--- src/rtl/alu_issue_ctrl.sv ---
// alu_issue_ctrl: decodes ALU control fields into a 5-bit op code and issues
// it through a valid/ready handshake. Single-cycle ops are held for the
// consumer. RV32M multiply/divide ops stall for a parameterised latency first.
module alu_issue_ctrl #(
  parameter int ENABLE_M    = 1,
  parameter int MUL_LATENCY = 2,
  parameter int DIV_LATENCY = 32
) (
  input  logic       clk,
  input  logic       rst,
  input  logic       flush,
  input  logic       in_valid,
  output logic       in_ready,
  input  logic [1:0] alu_control,
  input  logic [2:0] func3,
  input  logic [6:0] func7,
  output logic       out_valid,
  input  logic       out_ready,
  output logic [4:0] alu_con_out,
  output logic       illegal,
  output logic       busy
);

  localparam logic [4:0] OP_AND  = 5'b00000;
  localparam logic [4:0] OP_OR   = 5'b00001;
  localparam logic [4:0] OP_ADD  = 5'b00010;
  localparam logic [4:0] OP_SUB  = 5'b00110;
  localparam logic [4:0] OP_SLT  = 5'b00111;
  localparam logic [4:0] OP_XOR  = 5'b01000;
  localparam logic [4:0] OP_SLL  = 5'b01001;
  localparam logic [4:0] OP_SRL  = 5'b01010;
  localparam logic [4:0] OP_SRA  = 5'b01011;
  localparam logic [4:0] OP_SLTU = 5'b01100;

  localparam logic [6:0] F7_BASE = 7'b0000000;
  localparam logic [6:0] F7_ALT  = 7'b0100000;
  localparam logic [6:0] F7_MEXT = 7'b0000001;

  // The counter holds "edges left minus one", so a latency L loads L-1.
  localparam logic [5:0] MUL_LOAD = 6'(MUL_LATENCY - 1);
  localparam logic [5:0] DIV_LOAD = 6'(DIV_LATENCY - 1);

  typedef enum logic [1:0] {
    IDLE  = 2'b00,
    STALL = 2'b01,
    HOLD  = 2'b10
  } state_t;

  state_t     state_q, state_d;
  logic [5:0] cnt_q, cnt_d;
  logic [4:0] op_q, op_d;
  logic       ill_q, ill_d;

  logic [4:0] dec_op;
  logic       dec_ill;
  logic [5:0] dec_load;
  logic       dec_long;
  logic       accept;

  // Shared funct3 table used by both R-type (funct7 = 0) and I-type ops.
  function automatic logic [4:0] base_op(input logic [2:0] f3);
    logic [4:0] r;
    case (f3)
      3'b000:  r = OP_ADD;
      3'b001:  r = OP_SLL;
      3'b010:  r = OP_SLT;
      3'b011:  r = OP_SLTU;
      3'b100:  r = OP_XOR;
      3'b101:  r = OP_SRL;
      3'b110:  r = OP_OR;
      default: r = OP_AND;
    endcase
    return r;
  endfunction

  // Combinational decode of the incoming request; illegal ops fall back to ADD.
  always_comb begin
    dec_op  = OP_ADD;
    dec_ill = 1'b0;
    case (alu_control)
      2'b00: dec_op = OP_ADD;
      2'b01: dec_op = OP_SUB;
      2'b10: begin
        if (func7 == F7_BASE) begin
          dec_op = base_op(func3);
        end else if (func7 == F7_ALT) begin
          if (func3 == 3'b000)      dec_op  = OP_SUB;
          else if (func3 == 3'b101) dec_op  = OP_SRA;
          else                      dec_ill = 1'b1;
        end else if (func7 == F7_MEXT) begin
          if (ENABLE_M != 0) dec_op  = {2'b10, func3};
          else               dec_ill = 1'b1;
        end else begin
          dec_ill = 1'b1;
        end
      end
      default: begin
        if (func3 == 3'b001) begin
          if (func7 == F7_BASE) dec_op  = OP_SLL;
          else                  dec_ill = 1'b1;
        end else if (func3 == 3'b101) begin
          if (func7 == F7_BASE)     dec_op  = OP_SRL;
          else if (func7 == F7_ALT) dec_op  = OP_SRA;
          else                      dec_ill = 1'b1;
        end else begin
          dec_op = base_op(func3);
        end
      end
    endcase
    if (dec_ill) dec_op = OP_ADD;
  end

  // Only legal M-ops (bit 4 set) can be multi-cycle; funct3[2] selects div/rem.
  assign dec_load = dec_op[2] ? DIV_LOAD : MUL_LOAD;
  assign dec_long = ~dec_ill & dec_op[4] & (dec_load != 6'd0);

  assign in_ready    = ~flush & ((state_q == IDLE) | ((state_q == HOLD) & out_ready));
  assign accept      = in_valid & in_ready;
  assign out_valid   = (state_q == HOLD);
  assign busy        = (state_q == STALL);
  assign alu_con_out = op_q;
  assign illegal     = ill_q;

  // Next-state logic: flush wins, then countdown/handshake, then a new accept.
  always_comb begin
    state_d = state_q;
    cnt_d   = cnt_q;
    op_d    = op_q;
    ill_d   = ill_q;
    if (flush) begin
      state_d = IDLE;
      cnt_d   = 6'd0;
    end else begin
      case (state_q)
        STALL: begin
          if (cnt_q <= 6'd1) begin
            state_d = HOLD;
            cnt_d   = 6'd0;
          end else begin
            cnt_d = cnt_q - 6'd1;
          end
        end
        HOLD: begin
          if (out_ready) state_d = IDLE;
        end
        default: state_d = state_q;
      endcase
      if (accept) begin
        op_d  = dec_op;
        ill_d = dec_ill;
        if (dec_long) begin
          state_d = STALL;
          cnt_d   = dec_load;
        end else begin
          state_d = HOLD;
          cnt_d   = 6'd0;
        end
      end
    end
  end

  // State, counter and held result registers.
  always_ff @(posedge clk or posedge rst) begin
    if (rst) begin
      state_q <= IDLE;
      cnt_q   <= 6'd0;
      op_q    <= 5'b00000;
      ill_q   <= 1'b0;
    end else begin
      state_q <= state_d;
      cnt_q   <= cnt_d;
      op_q    <= op_d;
      ill_q   <= ill_d;
    end
  end

endmodule

--- config.mk ---
export PLATFORM = sky130hd
export DESIGN_NAME = alu_issue_ctrl
export DESIGN_NICKNAME = d
export VERILOG_FILES = /design/src/rtl/alu_issue_ctrl.sv
export SDC_FILE = /design/constraint.sdc
export NUM_CORES = 1
export LEC_CHECK = 0
export CORE_AREA = 3 3 54 56
export CTS_CLUSTER_DIAMETER = 120
export CTS_CLUSTER_SIZE = 12
export DETAILED_ROUTE_END_ITERATION = 16
export DIE_AREA = 0 0 57 59
export PLACE_DENSITY = 0.83
export SYNTH_ARGS = -nofsm -noshare
export SYNTH_HDL_FRONTEND = slang
export SYNTH_SLANG_ARGS = --single-unit
--- constraint.sdc ---
create_clock -name clk -period 3 [get_ports clk]
set_input_delay 0.9 -clock clk [delete_from_list [all_inputs] [get_ports clk]]
set_output_delay 0.9 -clock clk [all_outputs]
set_load 0.03 [all_outputs]
==> results.tsv, run 1 <==
metric	value	unit
p_sw_frac	0.336	
syn-cell-area	1140	um2
clockPowerShare	0.236	
grt_first_pass_wirelength	5220	um
num_rows	18	
hold_buffers	0	
finalSetupViolCount	0	
clock_latency	280	ps
diodes	0	
max_freq	0.348	GHz
path_buf_inv	3	
htreeDepth	1	
antenna_found_initial	0	
grt_pass1_vias	1198	
min_period_over_period	0.957	
dp_slack	147	ps
port_buffers	25	
core	2480	um2
numCtsBuffers	3	
post-route-util	0.594	
leakagePower	0.591	nW
start_util	0.462	
viasPerCell	6.17	
total_power	0.473	mW
ctsResizeCount	0	
crit_path_top_delay_cell	clkdlybuf4s50_1	
fin_skew	1.78	ps
path_cells	clkdlybuf4s50_1, inv_1, a211oi_1, buf_4	
start_kind	primary input	
wl	3080	um
postRouteAntennaNets	0	
critical_path_class	primary input to primary output	
cts_tree	built	
worstPathRequired	2100	ps
ys_ff_latch	14	
fp.dieW	57	um
tns	0	ps
final-max-slew-violation-count	0	
r2r-start	cnt_q[3]	
num_vias	1246	
wire_per_inst	15.3	um
status	complete, no violations	
ios	26	
yosysUniqueCellTypes	42	
tightest_slew	575	ps
hp-class	flip-flop to flip-flop	
clkSlewWorstSetupHoldPaths	90	ps
maxCapViolCount	0	
die_area	3360	um2
irDropWorstVdd	0.000214	V
drt_iter0_drc	47	
ff2ff_setup_slack	1140	ps
endpoint	in_ready	
rsz0062_at_grt	no	
clock_path_buffers	2	
clockRootBuffer	clkbuf_4	
die_h	59	um
r2r_end	cnt_q[3]	
critPathCaptureType	primary output	
crit_arrival	1970	ps
max_slew_margin	0.616	
p_per_area	322	nW/um2
synth_seq_area_share	0.306	
syn_nets	166	
p_sw	0.159	mW
internal_power	0.314	mW
worst-path-stages	4	
hold_viol	0	
synth.yosys.warnings	0	
layout-drive-gt1-share	0.116	
min_period	2870	ps
slowest_delay	480	ps
clock_sinks	14	
timing.final.ws_setup	130	ps
worst-path-max-fanout	2	
startpoint	out_ready	
gp_congestion	0.852	
areaGrowthSynthToFinish	28.5	%
cts_setup_buffers	0	
grt_max_degree	15	
drc_errors	0	
critPathTopFamily	buffers and inverters	
hp-start	illegal	
syn_area_per_cell	7.79	um2
grt_usage	0.193	
reg2reg_depth	5	
syn_inst	147	
combPwrFrac	0.330	
dp_hpwl	2390	um
seq_power_share	0.435	
first_pass_iters	4	
final_nets	193	
grt_overflow	0	
==> state kept, by name, summed over array words and instances (netlist names) <==
signal       cells
state_q          2
illegal          1
alu_con_out      5
cnt_q            6
==> area by class of cell <==
type | count | area (um2)
inverter | 10 | 37.5
sequential | 14 | 350
clock buffer | 3 | 22.5
timing repair buffer | 32 | 300
fill | 238 | 1010
multi-input combinational | 113 | 723
tap | 30 | 37.5
==> tightest hold or removal path: cells and delay by family (launching register included) <==
family | cells | cell delay, ps
flops | 1 | 350
compound gates | 1 | 60
simple gates | 1 | 50
==> cell families after synthesis <==
| family | synth area share |
|---|---|
| adder cells (fa/ha/maj) | 0.0219 |
| XOR/XNOR | 0.00765 |
| flip-flops | 0.306 |
| AO/OA/AOI/OAI | 0.296 |
| buffers and inverters | 0.0678 |
| multiplexers | 0.00984 |
| AND/OR/NAND/NOR | 0.291 |
==> synth_stat cells, drive strengths merged <==
cell	count	area share
a22oi	1	0.0066
a31oi	3	0.016
clkbuf	8	0.026
o211a	1	0.0087
nor3	5	0.022
ha	2	0.022
nand3	2	0.0087
or4	1	0.0098
mux2	1	0.0098
nand4	2	0.011
a221o	1	0.0087
nor2b	9	0.049
o21ai	10	0.044
dfrtp	14	0.31
nand2	9	0.030
or2	2	0.011
a211oi	2	0.013
o31a	1	0.0077
a41oi	2	0.022
a32o	1	0.0087
a221oi	1	0.0077
inv	10	0.033
nand4b	2	0.015
o311ai	1	0.0077
o2bb2ai	3	0.023
a311oi	1	0.0077
o31ai	2	0.013
a21oi	13	0.057
nand2b	5	0.027
o22ai	4	0.022
nor2	14	0.048
buf	2	0.0087
a2111oi	1	0.0077
a31o	1	0.0077
or3	4	0.022
o2111ai	1	0.0077
nand3b	2	0.013
xor2	1	0.0077
nor4	2	0.024
==> layer usage <==
| metal | track usage | up-vias | part of all wire |
|---|---|---|---|
| met2 | 0.374 | 49 | 0.55 |
| met3 | 0.0414 | 6 | 0.048 |
| met1 | 0.213 | 595 | 0.39 |
| met4 | 0.0497 | 0 | 0.011 |
| li1 | - | 596 | - |
| met5 | 0 | - | 0 |
==> worst min-delay path by stage <==
stage	to	slack, ps	cells past startpoint
global placement	illegal	460	2
detailed placement	illegal	470	2
finish	illegal	490	2
CTS	illegal	490	2
floorplan	cnt_q[1]	470	2
global route	alu_con_out[4]	520	2
==> metrics by stage <==
stage | hold slack, ps | instance area, um2 | std cells
5_1_grt | 516 | 1470 | 202
2_1_floorplan | 469 | 1140 | 147
3_5_place_dp | 472 | 1450 | 199
3_3_place_gp | 465 | 1450 | 199
6_report | 488 | 1470 | 202
4_1_cts | 492 | 1470 | 202
==> power groups by stage <==
stage               Combinational, mW  Clock (mW)  Sequential [mW]
floorplan                      0.0763           0            0.222
global placement                0.150           0            0.209
detailed placement              0.155           0            0.210
CTS                             0.156       0.117            0.206
global route                    0.169       0.124            0.208
finish                          0.156       0.112            0.206
==> layout by cell type (no fill, tap or decap), types with 2 or more instances in the layout <==
cell type / Yosys / final
buf_4: 0 / 8
nand3_1: 2 / 2
a21oi_1: 13 / 13
nand2_1: 9 / 9
nand4b_1: 2 / 2
clkdlybuf4s50_1: 0 / 24
nor2b_1: 9 / 9
nor3_1: 5 / 5
o22ai_1: 4 / 4
or2_2: 2 / 2
a31oi_1: 3 / 3
nand2b_1: 5 / 5
nor2_1: 13 / 13
clkbuf_4: 0 / 3
inv_1: 10 / 10
or3_1: 4 / 4
o2bb2ai_1: 3 / 3
a211oi_1: 2 / 2
nand3b_1: 2 / 2
o31ai_1: 2 / 2
nand4_1: 2 / 2
ha_1: 2 / 2
o21ai_0: 10 / 10
dfrtp_1: 14 / 14
Power figures use the tool's default switching activity.
==> run 2, diff against run 1 <==
--- a/config.mk
+++ b/config.mk
@@ -11,6 +11,7 @@
 export DETAILED_ROUTE_END_ITERATION = 16
 export DIE_AREA = 0 0 57 59
 export PLACE_DENSITY = 0.83
+export SKIP_LAST_GASP = 1
 export SYNTH_ARGS = -nofsm -noshare
 export SYNTH_HDL_FRONTEND = slang
 export SYNTH_SLANG_ARGS = --single-unit
==> constraint.sdc (replaced) <==
create_clock -name clk -period 3 [get_ports clk]
set_input_delay 0.9 -clock clk [delete_from_list [all_inputs] [get_ports clk]]
set_output_delay 0.9 -clock clk [all_outputs]
set_load 0.05 [all_outputs]
==> run 2 against run 1 <==
  * Critical path type unchanged
  * Non-clock buffer count is 2 lower
  * Register-to-register slack worse by 20 ps
  * Cell area is 1.0% higher
  * Flip-flop and latch count stayed put
  * Sequential share of layout area is 0.24 points lower
  * Total power is 2.2% higher
  * Clock power is 7% lower
  * Via count is 0.24% higher
  * Cell count is 0.99% lower
==> results.tsv, run 2 (synthesis gave the netlist of run 1 again) <==
metric	value	unit	change
status	complete, no violations		
hp-class	flip-flop to flip-flop		
fp.dieW	57	um	unchanged
max_slew_margin	0.624		+0.00736
p_sw_frac	0.346		+0.00973
p_sw	0.167	mW	+5.2%
p_per_area	325	nW/um2	+1.2%
min_period_over_period	0.983		+0.0265
dpl.cell_count	197		-1.0%
layout-drive-gt1-share	0.112		-0.00451
finalSetupViolCount	0		unchanged
drc_errors	0		unchanged
fin_skew	2.38	ps	+0.601 ps
grt_overflow	0		unchanged
tns	0	ps	unchanged
slowest_delay	490	ps	about the same
regMostFlops	cnt_q		
diodes	0		unchanged
postRouteAntennaNets	0		unchanged
layout_common_cells	clkdlybuf4s50_1, dfrtp_1, nor2_1, a21oi_1		
leakagePower	0.590	nW	-0.19%
viasPerCell	6.25		+1.2%
start_util	0.462		unchanged
internal_power	0.317	mW	+0.70%
final_nets	191		-1.0%
clkSlewWorstSetupHoldPaths	80	ps	about the same
die_h	59	um	unchanged
min_period	2950	ps	+79.6 ps
htreeDepth	1		unchanged
critical_path_class	primary input to primary output		
gp_congestion	0.842		-1.2%
wl_met2	1620	um	-5.0%
ctsResizeCount	0		unchanged
combPwrFrac	0.360		+0.030
num_vias	1249		+0.24%
areaGrowthSynthToFinish	29.8	%	
path_buf_inv	3		unchanged
tightest_slew	564	ps	-11.0 ps
clockRootBuffer	clkbuf_4		
antenna_found_initial	0		unchanged
die_area	3360	um2	unchanged
cts_setup_buffers	0		unchanged
largest_reg_flops	6		unchanged
drt-met1-wl	1220	um	+2.8%
maxCapViolCount	0		unchanged
cts_tree	built		
hold_buffers	0		unchanged
grt_pass1_vias	1151		-3.9%
final_cells	200		-0.99%
grt_usage	0.191		-0.00214
irDropWorstVdd	0.000228	V	+6.4%
worstPathRequired	2100	ps	about the same
first_pass_iters	4		unchanged
hold_viol	0		unchanged
dp_hpwl	2430	um	+1.3%
drt_iter0_drc	50		+6.4%
crit_path_top_delay_cell	clkdlybuf4s50_1		
core	2480	um2	unchanged
wire_per_inst	15.4	um	+0.64%
critPathTopFamily	buffers and inverters		
clock_latency	270	ps	about the same
seq_power_share	0.425		-0.010
wl	3070	um	-0.36%
max_freq	0.339	GHz	-2.7%
wl_met3	162	um	+10%
highest_layer	met4		
start_kind	primary input		
worst-path-max-fanout	2		unchanged
clockPowerShare	0.214		-0.022
clock_path_buffers	2		unchanged
clock_sinks	14		unchanged
final_common_cell	clkdlybuf4s50_1		
crit_arrival	2050	ps	+80 ps
path_cells	clkdlybuf4s50_1, inv_1, a211oi_2, buf_12		
port_buffers	25		unchanged
final-max-slew-violation-count	0		unchanged
rsz0062_at_grt	no		
grt_max_degree	15		unchanged
num_rows	18		unchanged
critPathCaptureType	primary output		
ios	26		unchanged
grt_first_pass_wirelength	5070	um	-2.8%
numCtsBuffers	3		unchanged
run 2: cell types whose count changed in the layout (fill, tap and decap cells not counted):
cell	change
a211oi_1	-1
a211oi_2	+1
buf_12	+2
buf_4	-4
run 2: tightest hold or removal path: stages, from the launching register on:
cell	delay (ps)
dfrtp_1	350
nand2_1	50
nand2_1	50
run 2: power groups by stage:
| stage | clock network (mW) | logic, mW | registers (mW) |
|---|---|---|---|
| 6_report | 0.104 | 0.174 | 0.206 |
| 5_1_grt | 0.114 | 0.187 | 0.207 |
| 3_5_place_dp | 0 | 0.173 | 0.210 |
| 4_1_cts | 0.106 | 0.174 | 0.206 |
| 2_1_floorplan | 0 | 0.0797 | 0.233 |
| 3_3_place_gp | 0 | 0.168 | 0.209 |
run 2: layout make-up:
cell class,instances,area (um2)
clock buffer,3,22.5
tap,30,37.5
inverter,10,37.5
multi-input combinational,113,728
fill,233,991
sequential,14,350
timing repair buffer,30,310
run 2: worst paths after layout:
kind,startpoint,to,cells past startpoint,slack [ps]
worst min-delay path,alu_con_out[4],alu_con_out[4],2,480
max in group asynchronous,rst,alu_con_out[2],2,1660
worst min register to register,alu_con_out[4],alu_con_out[4],2,480
min in group asynchronous,rst,illegal,2,970
worst max register to register,cnt_q[3],cnt_q[3],5,1120
worst max-delay path,out_ready,in_ready,4,50
run 2: metal layers:
layer / vias up / GRT usage
li1: 598 / -
met1: 597 / 0.215
met2: 46 / 0.362
met3: 8 / 0.0305
met4: 0 / 0.0695
met5: - / 0
run 2: through the flow:
stage | utilization | setup slack (ps) | hold slack (ps) | cell area (um2) | total power [mW]
6_report | 0.600 | 50.2 | 484 | 1490 | 0.484
5_1_grt | 0.600 | 33.5 | 538 | 1490 | 0.508
4_1_cts | 0.600 | 60.0 | 487 | 1490 | 0.486
3_5_place_dp | 0.591 | 78.5 | 468 | 1460 | 0.383
3_3_place_gp | 0.591 | 144 | 466 | 1460 | 0.377
2_1_floorplan | - | 306 | 469 | 1150 | 0.313
==> run 3, diff against run 2 <==
--- a/config.mk
+++ b/config.mk
@@ -10,6 +10,7 @@
 export CTS_CLUSTER_SIZE = 12
 export DETAILED_ROUTE_END_ITERATION = 16
 export DIE_AREA = 0 0 57 59
+export MAX_ROUTING_LAYER = met4
 export PLACE_DENSITY = 0.83
 export SKIP_LAST_GASP = 1
 export SYNTH_ARGS = -nofsm -noshare
==> run 3 against run 2 <==
  * Critical path depth unchanged
  * Cell count unchanged
  * Global-route usage up 0.57 points
  * Combinational power about the same
  * First-iteration DRC count down 14%
  * Clock skew up 3.4 ps
  * Flip-flop and latch count unchanged
  * Critical path type unchanged
  * Critical endpoint unchanged
  * Largest cell class unchanged
==> results.tsv, run 3 (synthesis gave the netlist of run 1 again) <==
metric	value	unit	change
status	complete, no violations		
leakagePower	0.590	nW	unchanged
wl	3100	um	+0.88%
layout_common_cells	clkdlybuf4s50_1, dfrtp_1, nor2_1, a21oi_1		
hold_path_depth	2		unchanged
worstPathRequired	2100	ps	about the same
wire_per_inst	15.5	um	+0.88%
port_buffers	25		unchanged
htreeDepth	1		unchanged
clock_latency	270	ps	about the same
hold_ws	486	ps	+1.67 ps
tns	0	ps	unchanged
ios	26		unchanged
die_h	59	um	unchanged
start_util	0.462		unchanged
areaGrowthSynthToFinish	29.8	%	unchanged
p_per_area	327	nW/um2	+0.32%
postRouteAntennaNets	0		unchanged
grt_overflow	0		unchanged
drt_iter0_drc	43		-14%
clockRootBuffer	clkbuf_4		
fin_skew	5.77	ps	+3.39 ps
final_common_cell	clkdlybuf4s50_1		
grt_pass1_vias	1151		unchanged
hold_viol	0		unchanged
ff2ff_setup_slack	1110	ps	about the same
tightest_slew	571	ps	+7.52 ps
critical_path_class	primary input to primary output		
num_vias	1248		-0.080%
clock_path_buffers	2		unchanged
antenna_found_initial	0		unchanged
reg2reg_depth	5		unchanged
p_sw_frac	0.348		+0.00210
numCtsBuffers	3		unchanged
max_freq	0.340	GHz	+0.31%
gp_congestion	0.855		+1.6%
die_area	3360	um2	unchanged
layout-drive-gt1-share	0.112		unchanged
grt_max_degree	15		unchanged
internal_power	0.317	mW	about the same
seq_power_share	0.424		about the same
drc_errors	0		unchanged
clock_sinks	14		unchanged
combPwrFrac	0.359		about the same
core	2480	um2	unchanged
hp-class	flip-flop to flip-flop		
crit_arrival	2040	ps	about the same
critPathCaptureType	primary output		
viasPerCell	6.24		about the same
fp.dieW	57	um	unchanged
fill_cells	233		unchanged
p_sw	0.169	mW	+0.93%
finalSetupViolCount	0		unchanged
hp-start	alu_con_out[4]		
hold_path_end	alu_con_out[4]		
final_nets	191		unchanged
r2r-start	state_q[0]		
grt_usage	0.197		+0.00570
cts_tree	built		
hold_buffers	0		unchanged
maxCapViolCount	0		unchanged
grt_first_pass_wirelength	5090	um	+0.28%
clkSlewWorstSetupHoldPaths	90	ps	about the same
worst-path-max-fanout	2		unchanged
irDropWorstVdd	0.000228	V	about the same
largest_reg_flops	6		unchanged
first_pass_iters	4		unchanged
dp_hpwl	2430	um	unchanged
clockPowerShare	0.217		+0.003
start_kind	primary input		
wl_met3	185	um	+14%
r2r_end	cnt_q[2]		
final-max-slew-violation-count	0		unchanged
cts_setup_buffers	0		unchanged
max_slew_margin	0.619		-0.00502
rsz0062_at_grt	no		
min_period	2940	ps	-9.17 ps
highest_layer	met4		
diodes	0		unchanged
regMostFlops	cnt_q		
drt-met1-wl	1230	um	+0.33%
ctsResizeCount	0		unchanged
num_rows	18		unchanged
wl_met2	1620	um	-0.25%
total_power	0.485	mW	+0.32%
min_period_over_period	0.980		-0.00306
## run 3: cell counts in the layout (fill, tap and decap cells not counted)
No cell type changed its count.
## run 3: worst max-delay path, stage by stage
cell,delay [ps]
clkdlybuf4s50_1,490
inv_1,80
a211oi_2,380
buf_12,190
## run 3: worst max path at each step
stage | start | to | slack, ps | depth (start not counted)
floorplan | flush | in_ready | 310 | 2
global placement | out_ready | in_ready | 140 | 4
detailed placement | out_ready | in_ready | 80 | 4
CTS | out_ready | in_ready | 60 | 4
global route | out_ready | in_ready | 30 | 4
finish | out_ready | in_ready | 60 | 4
## run 3: metrics by stage
| stage | area, um2 | setup WS [ps] | instances | utilization |
|---|---|---|---|---|
| after floorplan | 1150 | 306 | 147 | - |
| after global placement | 1460 | 144 | 197 | 0.591 |
| after detailed placement | 1460 | 78.5 | 197 | 0.591 |
| after CTS | 1490 | 60.0 | 200 | 0.600 |
| after global routing | 1490 | 33.5 | 200 | 0.600 |
| final | 1490 | 59.3 | 200 | 0.600 |
## run 3: final cells by class
class                      count  area (um2)  area share
inverter                      10        37.5      0.0253
timing repair buffer          30         310       0.209
sequential                    14         350       0.236
clock buffer                   3        22.5      0.0152
tap                           30        37.5      0.0253
multi-input combinational    113         728       0.490
## run 3: per-layer routing
layer,up-vias,track usage
met4,0,0.0695
met3,12,0.0305
li1,595,-
met5,-,-
met2,55,0.361
met1,586,0.216
## run 3: power by group through the flow
stage / clock network (mW) / registers [mW] / logic [mW]
4_1_cts: 0.106 / 0.206 / 0.174
6_report: 0.105 / 0.206 / 0.174
5_1_grt: 0.114 / 0.207 / 0.187
2_1_floorplan: 0 / 0.233 / 0.0797
3_5_place_dp: 0 / 0.210 / 0.173
3_3_place_gp: 0 / 0.209 / 0.168
